## config.mk

```make
export PLATFORM = sky130hd
export DESIGN_NAME = serial_add_ctrl
export DESIGN_NICKNAME = d
export VERILOG_FILES = /design/src/rtl/serial_add_ctrl.sv
export SDC_FILE = /design/constraint.sdc
export NUM_CORES = 1
export LEC_CHECK = 0
export BUFFER_PORTS_ARGS = -buffer_cell sky130_fd_sc_hd__buf_4
export CAP_MARGIN = 20
export CORE_ASPECT_RATIO = 0.75
export CORE_UTILIZATION = 45
export DETAILED_ROUTE_END_ITERATION = 16
export PLACE_DENSITY_LB_ADDON = 0.05
export SLEW_MARGIN = 20
export SYNTH_ARGS = -nofsm -noshare
export SYNTH_HDL_FRONTEND = slang
export SYNTH_SLANG_ARGS = --single-unit
```

## constraint.sdc

```tcl
create_clock -name clk -period 2.06 [get_ports clk]
set_input_delay 0.618 -clock clk [delete_from_list [all_inputs] [get_ports clk]]
set_output_delay 0.618 -clock clk [all_outputs]
set_load 0.05 [all_outputs]
```

## src/rtl/serial_add_ctrl.sv

```systemverilog
// Bit-serial WIDTH-bit adder controller: one add cell, LSB first.
// Operands load on the start handshake; the result is held until taken.
module serial_add_ctrl #(
  parameter  int WIDTH = 8,
  localparam int CNT_W = $clog2(WIDTH)
) (
  input  logic             clk,
  input  logic             rst_n,
  input  logic             start_valid,
  output logic             start_ready,
  input  logic [WIDTH-1:0] op_a,
  input  logic [WIDTH-1:0] op_b,
  input  logic             cin,
  output logic             done_valid,
  input  logic             done_ready,
  output logic [WIDTH-1:0] sum,
  output logic             cout,
  output logic             busy,
  output logic [CNT_W-1:0] bit_idx
);

  localparam logic [1:0] S_IDLE = 2'd0;
  localparam logic [1:0] S_RUN  = 2'd1;
  localparam logic [1:0] S_DONE = 2'd2;

  localparam logic [CNT_W-1:0] LAST =
    CNT_W'(WIDTH - 1);

  logic [1:0]       state_q, state_d;
  logic [WIDTH-1:0] a_sr_q, a_sr_d;
  logic [WIDTH-1:0] b_sr_q, b_sr_d;
  logic [WIDTH-1:0] sum_q, sum_d;
  logic             carry_q, carry_d;
  logic             cout_q, cout_d;
  logic [CNT_W-1:0] bit_idx_q, bit_idx_d;

  logic st_idle, st_run, st_done;
  logic p, g, s, t, c_nxt;

  assign st_idle = (state_q == S_IDLE);
  assign st_run  = (state_q == S_RUN);
  assign st_done = (state_q == S_DONE);

  // Two half adders around the registered carry
  assign p     = a_sr_q[0] ^ b_sr_q[0];
  assign g     = a_sr_q[0] & b_sr_q[0];
  assign s     = p ^ carry_q;
  assign t     = p & carry_q;
  assign c_nxt = g | t;

  always_comb begin
    state_d   = state_q;
    a_sr_d    = a_sr_q;
    b_sr_d    = b_sr_q;
    sum_d     = sum_q;
    carry_d   = carry_q;
    cout_d    = cout_q;
    bit_idx_d = bit_idx_q;
    unique case (1'b1)
      st_idle: begin
        if (start_valid) begin
          a_sr_d    = op_a;
          b_sr_d    = op_b;
          carry_d   = cin;
          bit_idx_d = '0;
          sum_d     = '0;
          cout_d    = 1'b0;
          state_d   = S_RUN;
        end
      end
      st_run: begin
        sum_d   = {s, sum_q[WIDTH-1:1]};
        a_sr_d  = a_sr_q >> 1;
        b_sr_d  = b_sr_q >> 1;
        carry_d = c_nxt;
        if (bit_idx_q == LAST) begin
          cout_d    = c_nxt;
          bit_idx_d = '0;
          state_d   = S_DONE;
        end else begin
          bit_idx_d = bit_idx_q + CNT_W'(1);
        end
      end
      st_done: begin
        if (done_ready) state_d = S_IDLE;
      end
      default: state_d = S_IDLE;
    endcase
  end

  always_ff @(posedge clk or negedge rst_n) begin
    if (!rst_n) begin
      state_q   <= S_IDLE;
      a_sr_q    <= '0;
      b_sr_q    <= '0;
      sum_q     <= '0;
      carry_q   <= 1'b0;
      cout_q    <= 1'b0;
      bit_idx_q <= '0;
    end else begin
      state_q   <= state_d;
      a_sr_q    <= a_sr_d;
      b_sr_q    <= b_sr_d;
      sum_q     <= sum_d;
      carry_q   <= carry_d;
      cout_q    <= cout_d;
      bit_idx_q <= bit_idx_d;
    end
  end

  assign start_ready = st_idle;
  assign done_valid  = st_done;
  assign busy        = st_run | st_done;
  assign sum         = sum_q;
  assign cout        = cout_q;
  assign bit_idx     = bit_idx_q;

endmodule

```

== Yosys cells after proc, flatten, opt, wreduce, memory -nomap -nowiden ==
Index checks and enable logic that the tools add are counted.

* Register bits: 31
* Bits of input ports: 21
* Output and inout bits: 15
* Word-level logic and storage cells: 43

* Add/subtract/negate cells: 1
* Equality and inequality tests: 6
* Multiplexer cells: 18
* Bitwise gates (word level): 6
* Reductions and logical operators: 5

{| class="wikitable"
|+ Operators with widths
! operator !! number
|-
| $pmux W8 S2 || 3
|-
| $mux W8 || 3
|-
| $mux W2 || 3
|-
| $mux W3 || 2
|-
| $pmux W2 S3 || 1
|-
| $pmux W3 S2 || 1
|-
| $reduce_and A3 Y1 || 2
|-
| $ne A2 B2 Y1 const B || 2
|-
| $pmux W1 S2 || 2
|-
| $add A3 B1 Y3 const B || 1
|-
| $eq A3 B3 Y1 const B || 1
|-
| $mux W1 || 3
|-
| $and A1 B1 Y1 || 2
|-
| $eq A2 B1 Y1 const B || 1
|-
| $eq A2 B2 Y1 const B || 1
|-
| $logic_not A2 Y1 || 1
|-
| $ne A2 B1 Y1 const B || 1
|-
| $or A1 B1 Y1 || 2
|-
| $reduce_and A2 Y1 || 1
|-
| $reduce_bool A2 Y1 || 1
|-
| $xor A1 B1 Y1 || 2
|}

== Logic depth before layout (Yosys ltp) ==
Gate-level depths: netlist (run 1).

* Word-level depth: 5
* Gate-level depth with buffers: 7
* Gate-level depth less buffers: 5

== Worst setup path before layout (run 1) ==
OpenSTA, ideal clock, no wires.

* Kind: reg-to-reg
* Start: register state_q[0]
* End: register bit_idx_q[0], in the netlist bit_idx[0]
* Library setup time: 0.097 ns
* Arrival time: 1.823 ns
* Data required time: 1.963 ns
* Path slack: 0.140 ns
* Cell stages (with the launch flop): 7
* Buffers on the path: 1
* Period minus slack after synthesis: 1.920 ns
* Cell sequence: dfrtp_1 > inv_1 > ha_1 > mux2i_4 > buf_4 > nand2_1 > o31ai_1

* Cells in the longest elaborated chain, start to end: 3
* Elaborated cells between the ends (all ways): 6
* Classes of those cells: eq/ne (2); mux (1); reduce/logical (3)

{| class="wikitable"
|+ RTL lines
! what !! RTL line !! source
|-
| start: declaration || 29 || <nowiki>logic [1:0] state_q, state_d;</nowiki>
|-
| start signal: assignment || 101 || <nowiki>state_q <= state_d;</nowiki>
|-
| $logic_not A2 Y1 (*) || 40 || <nowiki>assign st_idle = (state_q == S_IDLE);</nowiki>
|-
| net start_ready || 10 || <nowiki>output logic start_ready,</nowiki>
|-
| $ne A2 B2 Y1 (no source line) / $reduce_bool A2 Y1 (equally long branches) || -- ||
|-
| $reduce_and A2 Y1 (no source line) || -- ||
|-
| end signal: assignment || 107 || <nowiki>bit_idx_q <= bit_idx_d;</nowiki>
|-
| end: declaration || 35 || <nowiki>logic [CNT_W-1:0] bit_idx_q, bit_idx_d;</nowiki>
|}

The timed path passes the listed nets; every way through them passes the cells marked *.
A chain may end at the register's enable or synchronous reset.

== Worst setup path in the final report (run 1) ==
* Start: register state_q[1]
* End: output port start_ready

* Cells in the longest elaborated chain, start to end: 1

{| class="wikitable"
|+ RTL lines
! what !! RTL line
|-
| $logic_not A2 Y1 || 40
|-
| end: declaration || 10
|}

Every way passes these cells.

==> impl_metrics.yaml, run 1 <==
clock_tree:
  holdBufCountCts: 0
  cts_resized: 0
  clkSinkCount: 31
  clkTransAtPathRegs_ns: 0.06
  htreeDepth: 2
  numCtsBuffers: 5
  cts_buffer_depth: 2
  cts_tree: "yes"
  post_cts_buffers: 0
  clockRootBuffer: "clkbuf_8"
  clock_latency_ns: 0.28
grt:
  grt_overflow_total: 0
  grt_pass1_wl_um: 4270
  antenna_found_initial: 0
  grt_pass1_vias: 967
  grt_max_degree: 47
  grtUsageTotal_pct: 17.2
setup_path:
  start_kind: "register"
  path_max_fanout: 5
  slowest_delay_ns: 0.39
  worstPathCellList: "inv_1 > ha_1 > buf_4"
  critPathCaptureType: "primary output"
  worstPathArrival_ns: 1.32
  r2r_slack_ns: 0.41
  critPathTopFamily: "flip-flops"
  required_ns: 1.44
  critPathKind: "register to primary output"
  slowest_stage: "dfrtp_1"
  crit_buf_inv: 2
power:
  leakagePower_nw: 0.909
  irDropWorstVdd_uv: 1240
  cellPowerDensity_nw_per_um2: 1710
floorplanning:
  die_x_um: 67.9
  row_count: 17
  die_area_um2: 3490
  core_area_um2: 3020
  initial_core_util_pct: 48.6
  ios: 36
  die_y_um: 51.4
place:
  numPortBuffers: 35
  dpl-instance-area_um2: 1750
  place_ws_ns: 0.407
  dp_hpwl_um: 1770
  gp_congestion: 0.720
synthesis:
  yosys-top-cells-area: "dfrtp_1 (53%), mux2i_1 (9.6%), o21ai_0 (6.5%)"
  yosysWarnings: 0
  ys_seq_area_share_pct: 52.9
  syn_nets: 157
  synth.distinct_cells: 19
  synthCells: 129
  avgSynthCellArea_um2: 11.4
  synth_area_um2: 1470
  synth-seq-cells: 31
  yosys.area.top_type_share_pct: 52.9
  yosysTopAreaCell: "dfrtp_1"
routing:
  vias: 1031
  firstDrtPassIters: 3
  via_per_inst: 5.08
  finalWirelength_um: 2510
  drc: 0
  first_iter_violations: 29
  antenna_left: 0
  routedWlPerCell_um: 12.4
run_status:
  status: "completed"
final_layout:
  area_growth_pct: 25.3
  postLayoutCoreUtil_pct: 60.8
  fin_nets: 193
  antenna_cells: 0
  final_common_cell: "buf_4"
  layout-drive-gt1-share_pct: 29.1
  final_cell_mix: "buf_4 (36), dfrtp_1 (31), nand2_1 (21)"
  design_area_um2: 1840
timing:
  fin_ws_ns: 0.126
  finalCriticalPeriod_ns: 1.93
  drv_slew: 0
  skew_ns: 0.00688
  slew_headroom_pct: 74.3
  hold_viol: 0
  setup-violations-final: 0
  hold_slack_ns: 0.259
  tightest_slew_ns: 0.385
  fin_crit_sh_pct: 93.9
  rsz0062_at_grt: "no"
  finalSetupTns_ns: 0
  fmax_mhz: 517
flow_run:
  maxCapViolCount: 0
hold_path:
  min_path_type: "input port to async pin"
per-layer routing:
metal | up-vias | global-route usage, % | part of all wire [%]
met2 | 25 | 24.8 | 44
met1 | 488 | 23.4 | 49
met5 | - | 0 | 0
li1 | 514 | - | -
met3 | 4 | 6.70 | 5.6
met4 | 0 | 6.25 | 0.88
Yosys cell counts:
master	number
and2_1	1
nand2_1	21
nor2b_1	1
buf_2	4
fa_1	1
o31ai_1	2
mux2i_1	14
buf_4	1
ha_1	6
buf_6	2
a22o_1	10
a221oi_2	1
inv_1	7
mux2i_4	1
clkbuf_2	1
mux2_2	2
dfrtp_1	31
o21ai_0	19
nand2b_1	4
final timing paths:
check                            from          end  cells past startpoint
min in group clk            a_sr_q[2]    a_sr_q[2]                      2
max in group asynchronous       rst_n   state_q[1]                      1
min                             rst_n       sum[0]                      1
max reg2reg                state_q[0]   state_q[1]                      5
max                        state_q[1]  start_ready                      3
min reg2reg                 a_sr_q[2]    a_sr_q[2]                      2
state kept, by name (all words and copies together) (netlist names):
name     flops
state_q      2
a_sr_q       8
bit_idx      3
carry_q      1
cout         1
sum          8
b_sr_q       8
worst reg2reg max path: cells and delay by family, from the launching register on:
family,cells,cell delay [ns]
compound gates,1,0.23
simple gates,1,0.18
buf+inv,1,0.08
mux,1,0.37
fa+ha+maj,1,0.28
flops,1,0.39
through the flow:
step | total power, W | cells
global placement | 0.00265 | 196
finish | 0.00314 | 203
floorplan | 0.00232 | 129
global route | 0.00339 | 203
CTS | 0.00318 | 203
detailed placement | 0.00270 | 196
area by class of cell:
cell class	instances	area, um2
Fill cell	271	1180
Sequential cell	31	776
Multi-Input combinational cell	83	609
Timing Repair Buffer	37	290
Clock buffer	6	82.6
Tap cell	38	47.5
Inverter	7	26.3
Clock inverter	1	5.00
report_power, final:
group / switching (W) / internal, W / total, W / leakage [nW]
registers: 0.000166 / 0.000876 / 0.00104 / 0.399
logic: 0.00100 / 0.000624 / 0.00163 / 0.463
clock network: 0.000211 / 0.000262 / 0.000473 / 0.0470
total: 0.00138 / 0.00176 / 0.00314 / 0.909
cells by family (layout without fill, tap and decap cells):
group / after synthesis / count (layout) / share of synthesized area [%]
muxes: 17 / 17 / 12.6
AOI/OAI and AO/OA: 32 / 32 / 14.5
adders and majority gates: 7 / 7 / 6.48
and+or+nand+nor: 27 / 27 / 7.94
DFF: 31 / 31 / 52.9
buffers and inverters: 15 / 51 / 5.55
Note: power is estimated with default switching activity, not from simulation.
==> inputs of run 2 (changes only) <==
--- a/config.mk
+++ b/config.mk
@@ -8,6 +8,7 @@
 export BUFFER_PORTS_ARGS = -buffer_cell sky130_fd_sc_hd__buf_4
 export CAP_MARGIN = 20
 export CORE_ASPECT_RATIO = 0.75
+export CORE_MARGIN = 2
 export CORE_UTILIZATION = 45
 export DETAILED_ROUTE_END_ITERATION = 16
 export PLACE_DENSITY_LB_ADDON = 0.05
==> run 2 against run 1 <==
  * First-iteration DRC count increased to 2.8 times the previous value
  * Sequential share of layout area unchanged
  * Global-route usage decreased by 1.0 points
  * Register-to-register slack about the same
  * Die area increased by 6.9%
  * Critical path type unchanged
  * Largest power group unchanged
  * Highest routed layer unchanged
==> impl_metrics.yaml, run 2 (same netlist as run 1, synthesis figures left out) <==
timing:
  tightest_slew_ns: 0.389
  skew_ns: 0.00531
  rsz0062_at_grt: "no"
  fin_crit_sh_pct: 94.1
  drv_slew: 0
  fin_ws_ns: 0.121
  slew_headroom_pct: 74.0
  finalCriticalPeriod_ns: 1.94
  setup-violations-final: 0
  fmax_mhz: 516
  hold_viol: 0
  finalSetupTns_ns: 0
grt:
  grt_pass1_vias: 984
  grt_max_degree: 47
  grtUsageTotal_pct: 16.2
  grt_overflow_total: 0
  grt_pass1_wl_um: 4620
  antenna_found_initial: 0
place:
  place_ws_ns: 0.402
  numPortBuffers: 35
  dp_hpwl_um: 1840
  dp_cells: 196
  dpl-instance-area_um2: 1750
  gp_congestion: 0.720
power:
  irDropWorstVdd_uv: 1180
  cellPowerDensity_nw_per_um2: 1710
  leakagePower_nw: 0.909
  power_frac_seq_pct: 33.2
  p_switching_w: 0.00138
  p_clk_share_pct: 14.8
  p_sw_share_pct: 44.0
  internal_power_w: 0.00176
  comb_power_share_pct: 52.0
clock_tree:
  cts_buffer_depth: 2
  clock_latency_ns: 0.27
  clkSinkCount: 31
  cts_tree: "yes"
  htreeDepth: 2
  holdBufCountCts: 0
  post_cts_buffers: 0
  clockRootBuffer: "clkbuf_8"
  cts_resized: 0
  clkTransAtPathRegs_ns: 0.06
  numCtsBuffers: 5
final_layout:
  final_cell_mix: "buf_4 (36), dfrtp_1 (31), nand2_1 (21)"
  area_growth_pct: 25.3
  layout-drive-gt1-share_pct: 29.1
  fin_nets: 193
  antenna_cells: 0
  final_common_cell: "buf_4"
  design_area_um2: 1840
  final_cell_count_no_fill: 203
  postLayoutCoreUtil_pct: 60.8
floorplanning:
  ios: 36
  die_x_um: 69.9
  die_area_um2: 3740
  initial_core_util_pct: 48.6
  core_area_um2: 3020
  die_y_um: 53.4
  row_count: 17
setup_path:
  critPathKind: "register to primary output"
  worstPathArrival_ns: 1.32
  required_ns: 1.44
  path_max_fanout: 5
  critPathCaptureType: "primary output"
  rr_startpoint: "state_q[0]"
  start_kind: "register"
  r2r_slack_ns: 0.41
  reg2reg_depth: 5
  r2r_end: "state_q[0]"
routing:
  finalWirelength_um: 2620
  first_iter_violations: 80
  vias: 1022
  drc: 0
  antenna_left: 0
  via_per_inst: 5.03
  routedWlPerCell_um: 12.9
  firstDrtPassIters: 3
run_status:
  status: "completed"
hold_path:
  min_path_type: "input port to async pin"
flow_run:
  maxCapViolCount: 0
[run 2: cell counts in the layout (fill, tap and decap cells not counted)]
Identical to the previous run, type by type.
[run 2: how the worst max path moves through the flow]
stage	startpoint	end	slack [ns]	cells after the start
after global placement	state_q[0]	start_ready	0.47	3
after detailed placement	state_q[0]	state_q[0]	0.40	5
final	state_q[1]	start_ready	0.12	3
after CTS	state_q[1]	start_ready	0.11	3
after global routing	state_q[0]	start_ready	0.03	3
after floorplan	state_q[0]	bit_idx[0]	0.14	6
[run 2: area by class of cell]
class                      count  area [um2]
timing repair buffer          37         290
sequential                    31         776
tap                           38        47.5
clock inverter                 1        5.00
clock buffer                   6        82.6
multi-input combinational     83         609
inverter                       7        26.3
fill                         260        1180
[run 2: per-layer routing]
layer,vias up,track usage (%),routed length (um)
met5,-,0,0
met1,486,22.3,1310
met3,2,5.71,131
met2,20,24.3,1160
met4,0,4.81,8
li1,514,-,-
[run 2: metrics by stage]
stage                     hold slack [ns]  total power [W]
after CTS                           0.272          0.00319
final                               0.264          0.00314
after global routing                0.290          0.00340
after floorplan                     0.322          0.00232
after global placement              0.461          0.00265
after detailed placement            0.471          0.00271
[run 2: worst max-delay path, stage by stage (launching register included)]
cell and delay (ns):
dfrtp_1 0.40, inv_1 0.11, ha_1 0.30, buf_4 0.25
[run 2: power groups by stage]
stage | Combinational [W] | Clock [W] | Sequential (W)
detailed placement | 0.00165 | 0 | 0.00106
global placement | 0.00161 | 0 | 0.00104
global route | 0.00180 | 0.000510 | 0.00108
floorplan | 0.00103 | 0 | 0.00129
CTS | 0.00166 | 0.000484 | 0.00105
finish | 0.00164 | 0.000464 | 0.00104
